[src/rtl/imm_gen_pipe_pkg.sv]
// Shared definitions for the immediate generator family.
// Build option: define IMM_CSR_EN to add the CSR zimm format. This widens the
// one-hot ext_op word from 6 to 7 bits, and the six legacy codes gain a leading 0.
package imm_gen_pipe_pkg;

    // Default datapath width. Legal values are 32 and 64.
    localparam int XLEN_DEFAULT = 32;

`ifdef IMM_CSR_EN
    localparam int EXT_OP_W = 7;
    localparam logic [EXT_OP_W-1:0] EXT_CTRL_CSR = 7'b1000000;
`else
    localparam int EXT_OP_W = 6;
`endif

    // One-hot format selects. Zero-extending from six bits supplies the
    // leading 0 that these codes carry in the CSR-enabled build.
    localparam logic [EXT_OP_W-1:0] EXT_CTRL_SHAMT = EXT_OP_W'(6'b100000);
    localparam logic [EXT_OP_W-1:0] EXT_CTRL_I     = EXT_OP_W'(6'b010000);
    localparam logic [EXT_OP_W-1:0] EXT_CTRL_S     = EXT_OP_W'(6'b001000);
    localparam logic [EXT_OP_W-1:0] EXT_CTRL_B     = EXT_OP_W'(6'b000100);
    localparam logic [EXT_OP_W-1:0] EXT_CTRL_U     = EXT_OP_W'(6'b000010);
    localparam logic [EXT_OP_W-1:0] EXT_CTRL_J     = EXT_OP_W'(6'b000001);

endpackage

[src/rtl/imm_gen_pipe_extract.sv]
// imm_extract: a purely combinational slice that maps an instruction and its
// one-hot format select to an XLEN immediate. It is shared with the
// single-cycle core.
// Build option: IMM_CSR_EN adds the CSR zimm format (instr[19:15], zero-extended).
module imm_extract
    import imm_gen_pipe_pkg::*;
#(
    parameter int XLEN  = XLEN_DEFAULT,
    parameter int EXT_W = EXT_OP_W
) (
    input  logic [31:0]      instr,
    input  logic [EXT_W-1:0] ext_op,
    output logic [XLEN-1:0]  imm,
    output logic             err
);

    logic [31:0] raw;
    logic        sign_ext;
    logic        unused_opcode;

    // The opcode field never contributes to an immediate.
    assign unused_opcode = ^instr[6:0];

    // Gather the format's bits into a 32-bit field. Then sign-extend or
    // zero-extend that field to XLEN. An illegal select yields 0 and raises err.
    always_comb begin
        raw      = 32'd0;
        sign_ext = 1'b0;
        err      = 1'b0;
        case (ext_op)
            EXT_CTRL_SHAMT: begin
                if (XLEN == 64) raw = {26'd0, instr[25:20]};
                else            raw = {27'd0, instr[24:20]};
            end
            EXT_CTRL_I: begin
                raw      = {{20{instr[31]}}, instr[31:20]};
                sign_ext = 1'b1;
            end
            EXT_CTRL_S: begin
                raw      = {{20{instr[31]}}, instr[31:25], instr[11:7]};
                sign_ext = 1'b1;
            end
            EXT_CTRL_B: begin
                raw      = {{19{instr[31]}}, instr[31], instr[7], instr[30:25], instr[11:8], 1'b0};
                sign_ext = 1'b1;
            end
            EXT_CTRL_U: begin
                raw      = {instr[31:12], 12'd0};
                sign_ext = 1'b1;
            end
            EXT_CTRL_J: begin
                raw      = {{11{instr[31]}}, instr[31], instr[19:12], instr[20], instr[30:21], 1'b0};
                sign_ext = 1'b1;
            end
`ifdef IMM_CSR_EN
            EXT_CTRL_CSR: begin
                raw = {27'd0, instr[19:15]};
            end
`endif
            default: begin
                err = 1'b1;
            end
        endcase
    end

    // Widen the 32-bit field to the datapath width.
    always_comb begin
        if (sign_ext) imm = XLEN'($signed(raw));
        else          imm = XLEN'(raw);
    end

endmodule

[src/rtl/imm_gen_pipe.sv]
// imm_gen_pipe: a two-stage pipelined immediate generator with a PC-relative
// target adder. It uses valid/ready handshakes on both sides.
// Stage 1 registers the extracted immediate, the PC and the error flag.
// Stage 2 registers imm, pc + imm and imm_err onto the outputs.
// Build option: IMM_CSR_EN (7-bit ext_op with the CSR zimm format).
module imm_gen_pipe
    import imm_gen_pipe_pkg::*;
#(
    parameter int XLEN  = XLEN_DEFAULT,
    parameter int EXT_W = EXT_OP_W
) (
    input  logic             clk,
    input  logic             rstn,
    input  logic             flush,
    input  logic             in_valid,
    output logic             in_ready,
    input  logic [31:0]      instr,
    input  logic [EXT_W-1:0] ext_op,
    input  logic [XLEN-1:0]  pc,
    output logic             out_valid,
    input  logic             out_ready,
    output logic [XLEN-1:0]  imm,
    output logic [XLEN-1:0]  target,
    output logic             imm_err
);

    logic            s1_valid_q, s1_valid_d;
    logic [XLEN-1:0] s1_imm_q,   s1_imm_d;
    logic [XLEN-1:0] s1_pc_q,    s1_pc_d;
    logic            s1_err_q,   s1_err_d;
    logic            out_valid_q, out_valid_d;
    logic [XLEN-1:0] imm_q,      imm_d;
    logic [XLEN-1:0] target_q,   target_d;
    logic            err_q,      err_d;

    logic [XLEN-1:0] ext_imm;
    logic            ext_err;
    logic            stage2_load;
    logic            stage1_load;
    logic            accept;

    imm_extract #(
        .XLEN  (XLEN),
        .EXT_W (EXT_W)
    ) u_extract (
        .instr  (instr),
        .ext_op (ext_op),
        .imm    (ext_imm),
        .err    (ext_err)
    );

    // The pipeline advances when the slot ahead is empty or is draining.
    // in_ready does not depend on in_valid.
    always_comb begin
        stage2_load = !out_valid_q || out_ready;
        stage1_load = !s1_valid_q || stage2_load;
        in_ready    = rstn && stage1_load;
        accept      = in_valid && in_ready;
    end

    // Next-state logic for both stages. Data registers load only when a valid
    // item moves in, so held outputs stay stable. Flush clears both valids.
    always_comb begin
        s1_valid_d  = s1_valid_q;
        s1_imm_d    = s1_imm_q;
        s1_pc_d     = s1_pc_q;
        s1_err_d    = s1_err_q;
        out_valid_d = out_valid_q;
        imm_d       = imm_q;
        target_d    = target_q;
        err_d       = err_q;

        if (stage2_load) begin
            out_valid_d = s1_valid_q;
            if (s1_valid_q) begin
                imm_d    = s1_imm_q;
                target_d = s1_pc_q + s1_imm_q;
                err_d    = s1_err_q;
            end
        end

        if (stage1_load) begin
            s1_valid_d = accept;
            if (accept) begin
                s1_imm_d = ext_imm;
                s1_pc_d  = pc;
                s1_err_d = ext_err;
            end
        end

        if (flush) begin
            s1_valid_d  = 1'b0;
            out_valid_d = 1'b0;
        end
    end

    // Stage registers. Reset is synchronous and takes priority over flush.
    always_ff @(posedge clk) begin
        if (!rstn) begin
            s1_valid_q  <= 1'b0;
            s1_imm_q    <= '0;
            s1_pc_q     <= '0;
            s1_err_q    <= 1'b0;
            out_valid_q <= 1'b0;
            imm_q       <= '0;
            target_q    <= '0;
            err_q       <= 1'b0;
        end else begin
            s1_valid_q  <= s1_valid_d;
            s1_imm_q    <= s1_imm_d;
            s1_pc_q     <= s1_pc_d;
            s1_err_q    <= s1_err_d;
            out_valid_q <= out_valid_d;
            imm_q       <= imm_d;
            target_q    <= target_d;
            err_q       <= err_d;
        end
    end

    // Drive the output ports from the stage-2 registers.
    always_comb begin
        out_valid = out_valid_q;
        imm       = imm_q;
        target    = target_q;
        imm_err   = err_q;
    end

endmodule

[config.mk]
export PLATFORM = sky130hd
export DESIGN_NAME = imm_gen_pipe
export DESIGN_NICKNAME = d
export VERILOG_FILES = /design/src/rtl/imm_gen_pipe_pkg.sv /design/src/rtl/imm_gen_pipe_extract.sv /design/src/rtl/imm_gen_pipe.sv
export SDC_FILE = /design/constraint.sdc
export NUM_CORES = 1
export LEC_CHECK = 0
export CAP_MARGIN = 0
export CORE_MARGIN = 2
export CORE_UTILIZATION = 56
export DETAILED_ROUTE_END_ITERATION = 16
export PLACE_DENSITY = 0.88
export SLEW_MARGIN = 25
export SYNTH_ARGS = -nofsm -noshare
export SYNTH_HDL_FRONTEND = slang
export SYNTH_HIERARCHICAL = 1
export SYNTH_SLANG_ARGS = --single-unit
[constraint.sdc]
create_clock -name clk -period 4.8 [get_ports clk]
set_input_delay 1.2 -clock clk [delete_from_list [all_inputs] [get_ports clk]]
set_output_delay 1.2 -clock clk [all_outputs]
set_load 0.02 [all_outputs]
Word-level counts from Yosys, hierarchy flattened
Index checks and enable logic that the tools add are counted.
{"block": "totals", "ff_bits": 132, "latch_bits": 0, "ramBits": 0, "rom_bits": 0, "input_bits": 75, "out_inout_bits": 67, "wordCells": 28, "memories": 0}
{"block": "op_classes", "add_sub_neg": 1, "n_mul": 0, "div_mod_pow": 0, "magnitude_cmp": 0, "n_eq_ne": 6, "shift": 0, "muxes": 2, "bitwise": 1, "n_reduce_logical": 10}
{"operator": "$pmux W32 S6", "n": 1}
{"operator": "$add A32 B32 Y32", "n": 1}
{"operator": "$eq A6 B1 Y1 const B", "n": 1}
{"operator": "$eq A6 B2 Y1 const B", "n": 1}
{"operator": "$eq A6 B3 Y1 const B", "n": 1}
{"operator": "$eq A6 B4 Y1 const B", "n": 1}
{"operator": "$eq A6 B5 Y1 const B", "n": 1}
{"operator": "$eq A6 B6 Y1 const B", "n": 1}
{"operator": "$reduce_or A6 Y1", "n": 1}
{"operator": "$reduce_and A2 Y1", "n": 2}
{"operator": "$logic_and A1 B1 Y1", "n": 2}
{"operator": "$logic_not A1 Y1", "n": 2}
{"operator": "$logic_or A1 B1 Y1", "n": 2}
{"operator": "$reduce_or A2 Y1", "n": 1}
{"operator": "$mux W1", "n": 1}
{"operator": "$not A1 Y1", "n": 1}

Longest topological paths before layout
{"block": "depth", "word_depth": 6, "depth_mapped": 8, "mapped_depth_nobuf": 8}

Hierarchy
The synthesis kept the hierarchy.
{"mod": "imm_gen_pipe", "n_inst": 1, "cells_each": 839, "area_each_um2": 6463.7, "seq_area_each_um2": 2642.5}
{"mod": "imm_extract", "n_inst": 1, "cells_each": 77, "area_each_um2": 531.8, "seq_area_each_um2": 0.0}

Worst setup path before layout
No wires, ideal clock.
{"block": "synth_path", "kind": "input to output", "start": "input out_ready", "end": "output in_ready", "arrival_ps": 1689, "t_required_ps": 3600, "path_slack_ps": 1911, "path_stages": 2, "n_path_buf": 0, "path_cell_list": "nor2b_1 -> a21oi_1"}
{"block": "synth_between", "elab_chain_cells": 3}
{"item": "from (decl)", "line": "imm_gen_pipe.sv:21", "text": "input logic out_ready,"}
{"item": "$logic_or A1 B1 Y1", "line": "imm_gen_pipe.sv:55", "text": "stage2_load = !out_valid_q || out_ready;"}
{"item": "$logic_or A1 B1 Y1", "line": "imm_gen_pipe.sv:56", "text": "stage1_load = !s1_valid_q || stage2_load;"}
{"item": "$logic_and A1 B1 Y1", "line": "imm_gen_pipe.sv:57", "text": "in_ready = rstn && stage1_load;"}
{"item": "to (decl)", "line": "imm_gen_pipe.sv:16", "text": "output logic in_ready,"}
Every way passes these cells.

Final worst setup path
Ends and elaborated chain as after synthesis.

==> flow_summary.toml <==
[yosys]
synth-edff-count = 0
syn_nets = 1023
dominantRegCellSynth = "dfxtp_1"
synth.avg_cell_area_sq_um = 7.64
synthCells = 916
synth-warning-count = 6
synth_top_area_share_pct = 37.8
seq_area_frac_synth_pct = 37.8
netlist_area_sq_mm = 0.00700
ys_types = 71
async_flop_share_pct = 0
yosysTopAreaCell = "dfxtp_1"
synth-seq-cells = 132
synth_area_leaders = "dfxtp_1, nand2_1, nand3_1"

[drt]
drc = 0
vias = 7151
antenna_left = 0
avgViaCountPerCell = 5.96
drtIter0Drc = 660
post_drt_wl_per_cell_um = 17.1
firstDrtPassIters = 5
wl_um = 20500

[setup_path]
cp.required_ns = 3.60
cp_max_fo = 5
path_class = "input port to output port"
end_kind = "output port"
crit_arrival_ns = 2.70
critPathLaunchType = "input port"

[outcome]
status = "finished, final reports clean"

[floorplan]
die_x_um = 116
die_y_um = 116
die_area_sq_mm = 0.0134
pin_count = 142
start_util_pct = 57.8
row_count = 40
core_area_sq_mm = 0.0121

[clocking]
hold_buffers = 0
path_clk_slew_ns = 0.06
cts_buffer_depth = 2
cts_tree = "built"
cts_made_buffers = 17
h-tree-depth = 4
cts.sinks = 132
post_cts_resize_count = 0
clock_latency_ns = 0.44
cts_root_buffer = "clkbuf_16"
post_cts_buffers = 0

[pwr]
ir_drop_uv = 305
p_leak_nw = 3.82
power_density_mw_per_mm2 = 319

[timing]
relSlewSlack_pct = 36.9
period_share_pct = 81.2
drv_slew = 0
fmax_ghz = 0.256
tns_ns = 0
setup_viol = 0
fin_skew_ns = 0.0106
hold_violations = 0
rsz0062_at_grt = "no"
fin_crit_ns = 3.90
worstMarginPinSlew_ns = 0.943

[job]
drv_cap = 0

[global_route]
grt-ovfl-total = 0
grt_util_all_layers_pct = 31.2
antenna_found_initial = 0
first_global_vias = 6279
grt_max_degree = 77
grt_pass1_wl_um = 32400

[cells_and_area]
fin_area_sq_mm = 0.00901
layout-drive-gt1-share_pct = 6.79
synthToLayoutAreaGrowth_pct = 28.9
antennaDiodeCount = 0
fin_nets = 1125

[place]
dp_hpwl_um = 14200
dpl-instance-area_sq_mm = 0.00837
port_buffers = 134
gp_congestion = 0.986

[worst_hold_path]
min_path_type = "register to register"
[where the power goes]
group,leakage (nW),internal (W),total (W),switching (W)
clock network,0.317,0.000885,0.00143,0.000544
registers,1.07,0.00113,0.00115,0.0000221
logic,2.43,0.000125,0.000301,0.000175
total,3.82,0.00214,0.00288,0.000741
[worst paths after layout]
path / startpoint / endpoint / slack [ns] / cells past startpoint
setup / recovery: out_ready / in_ready / 0.90 / 4
hold / removal: target[6] / target[6] / 0.45 / 2
hold reg to reg: target[6] / target[6] / 0.45 / 2
setup reg to reg: s1_imm_q[0] / target[20] / 2.00 / 8
[metal layers]
layer	global-route usage, %	share of wire [%]	up-vias
met5	0	0	-
met4	11.6	2.5	0
met3	6.43	8.6	48
met2	47.4	45	337
met1	44.0	44	3330
li1	-	-	3436
[placed cells by master, fill, tap and decap left out, types with 15 or more instances in the layout]
cell type,n
nand2_1,254
clkdlybuf4s50_1,133
dfxtp_1,132
nand3_1,79
a21oi_1,78
o21ai_0,31
ha_1,31
a21o_1,27
nor2_1,26
clkbuf_16,17
nand4_1,15
nor3_1,15
[through the flow]
step / total power (W) / utilization, % / cells / setup WS [ns] / hold slack (ns)
2_1_floorplan: 0.00134 / - / 916 / 1.91 / 0.432
3_3_place_gp: 0.00146 / 69.1 / 1167 / 0.925 / 0.436
3_5_place_dp: 0.00147 / 69.1 / 1167 / 0.927 / 0.445
4_1_cts: 0.00288 / 74.4 / 1199 / 0.904 / 0.453
5_1_grt: 0.00297 / 74.4 / 1199 / 0.818 / 0.470
6_report: 0.00288 / 74.4 / 1199 / 0.901 / 0.448
[flip-flops by register name (all words and copies together), names as in the netlist]
name	count
s1_imm_q	32
imm_err	1
s1_err_q	1
s1_pc_q	32
imm	32
out_valid	1
s1_valid_q	1
target	32
[critical path: stages]
cell and delay [ns]:
clkdlybuf4s50_1 0.40, nor2b_1 0.35, a21oi_1 0.18, clkdlybuf4s50_1 0.56
[cell families after synthesis]
| logic type | synth area share, % |
|---|---|
| fa+ha+maj | 5.83 |
| buf+inv | 4.29 |
| mux | 0.429 |
| xor+xnor | 1.88 |
| compound gates | 20.6 |
| simple gates | 29.2 |
| flops | 37.8 |
[synthesized netlist by cell type (7+ instances only)]
cell type,number
nand3_1,79
or3_1,11
o21a_1,14
buf_2,11
xor2_1,8
dfxtp_1,132
ha_1,31
nand4_1,15
a21o_1,27
xnor2_1,7
clkbuf_1,39
inv_1,10
nor2_1,26
nor3_1,15
buf_1,8
a21oi_1,78
o21ai_0,31
and3_1,9
nand2_1,255
[layout make-up]
class / count / area (sq um)
clock buffer: 17 / 425
clock inverter: 15 / 218
fill: 951 / 3100
inverter: 11 / 41.3
multi-input combinational: 712 / 4070
sequential: 132 / 2640
tap: 168 / 210
timing repair buffer: 144 / 1410
Note: power is estimated with default switching activity, not from simulation.
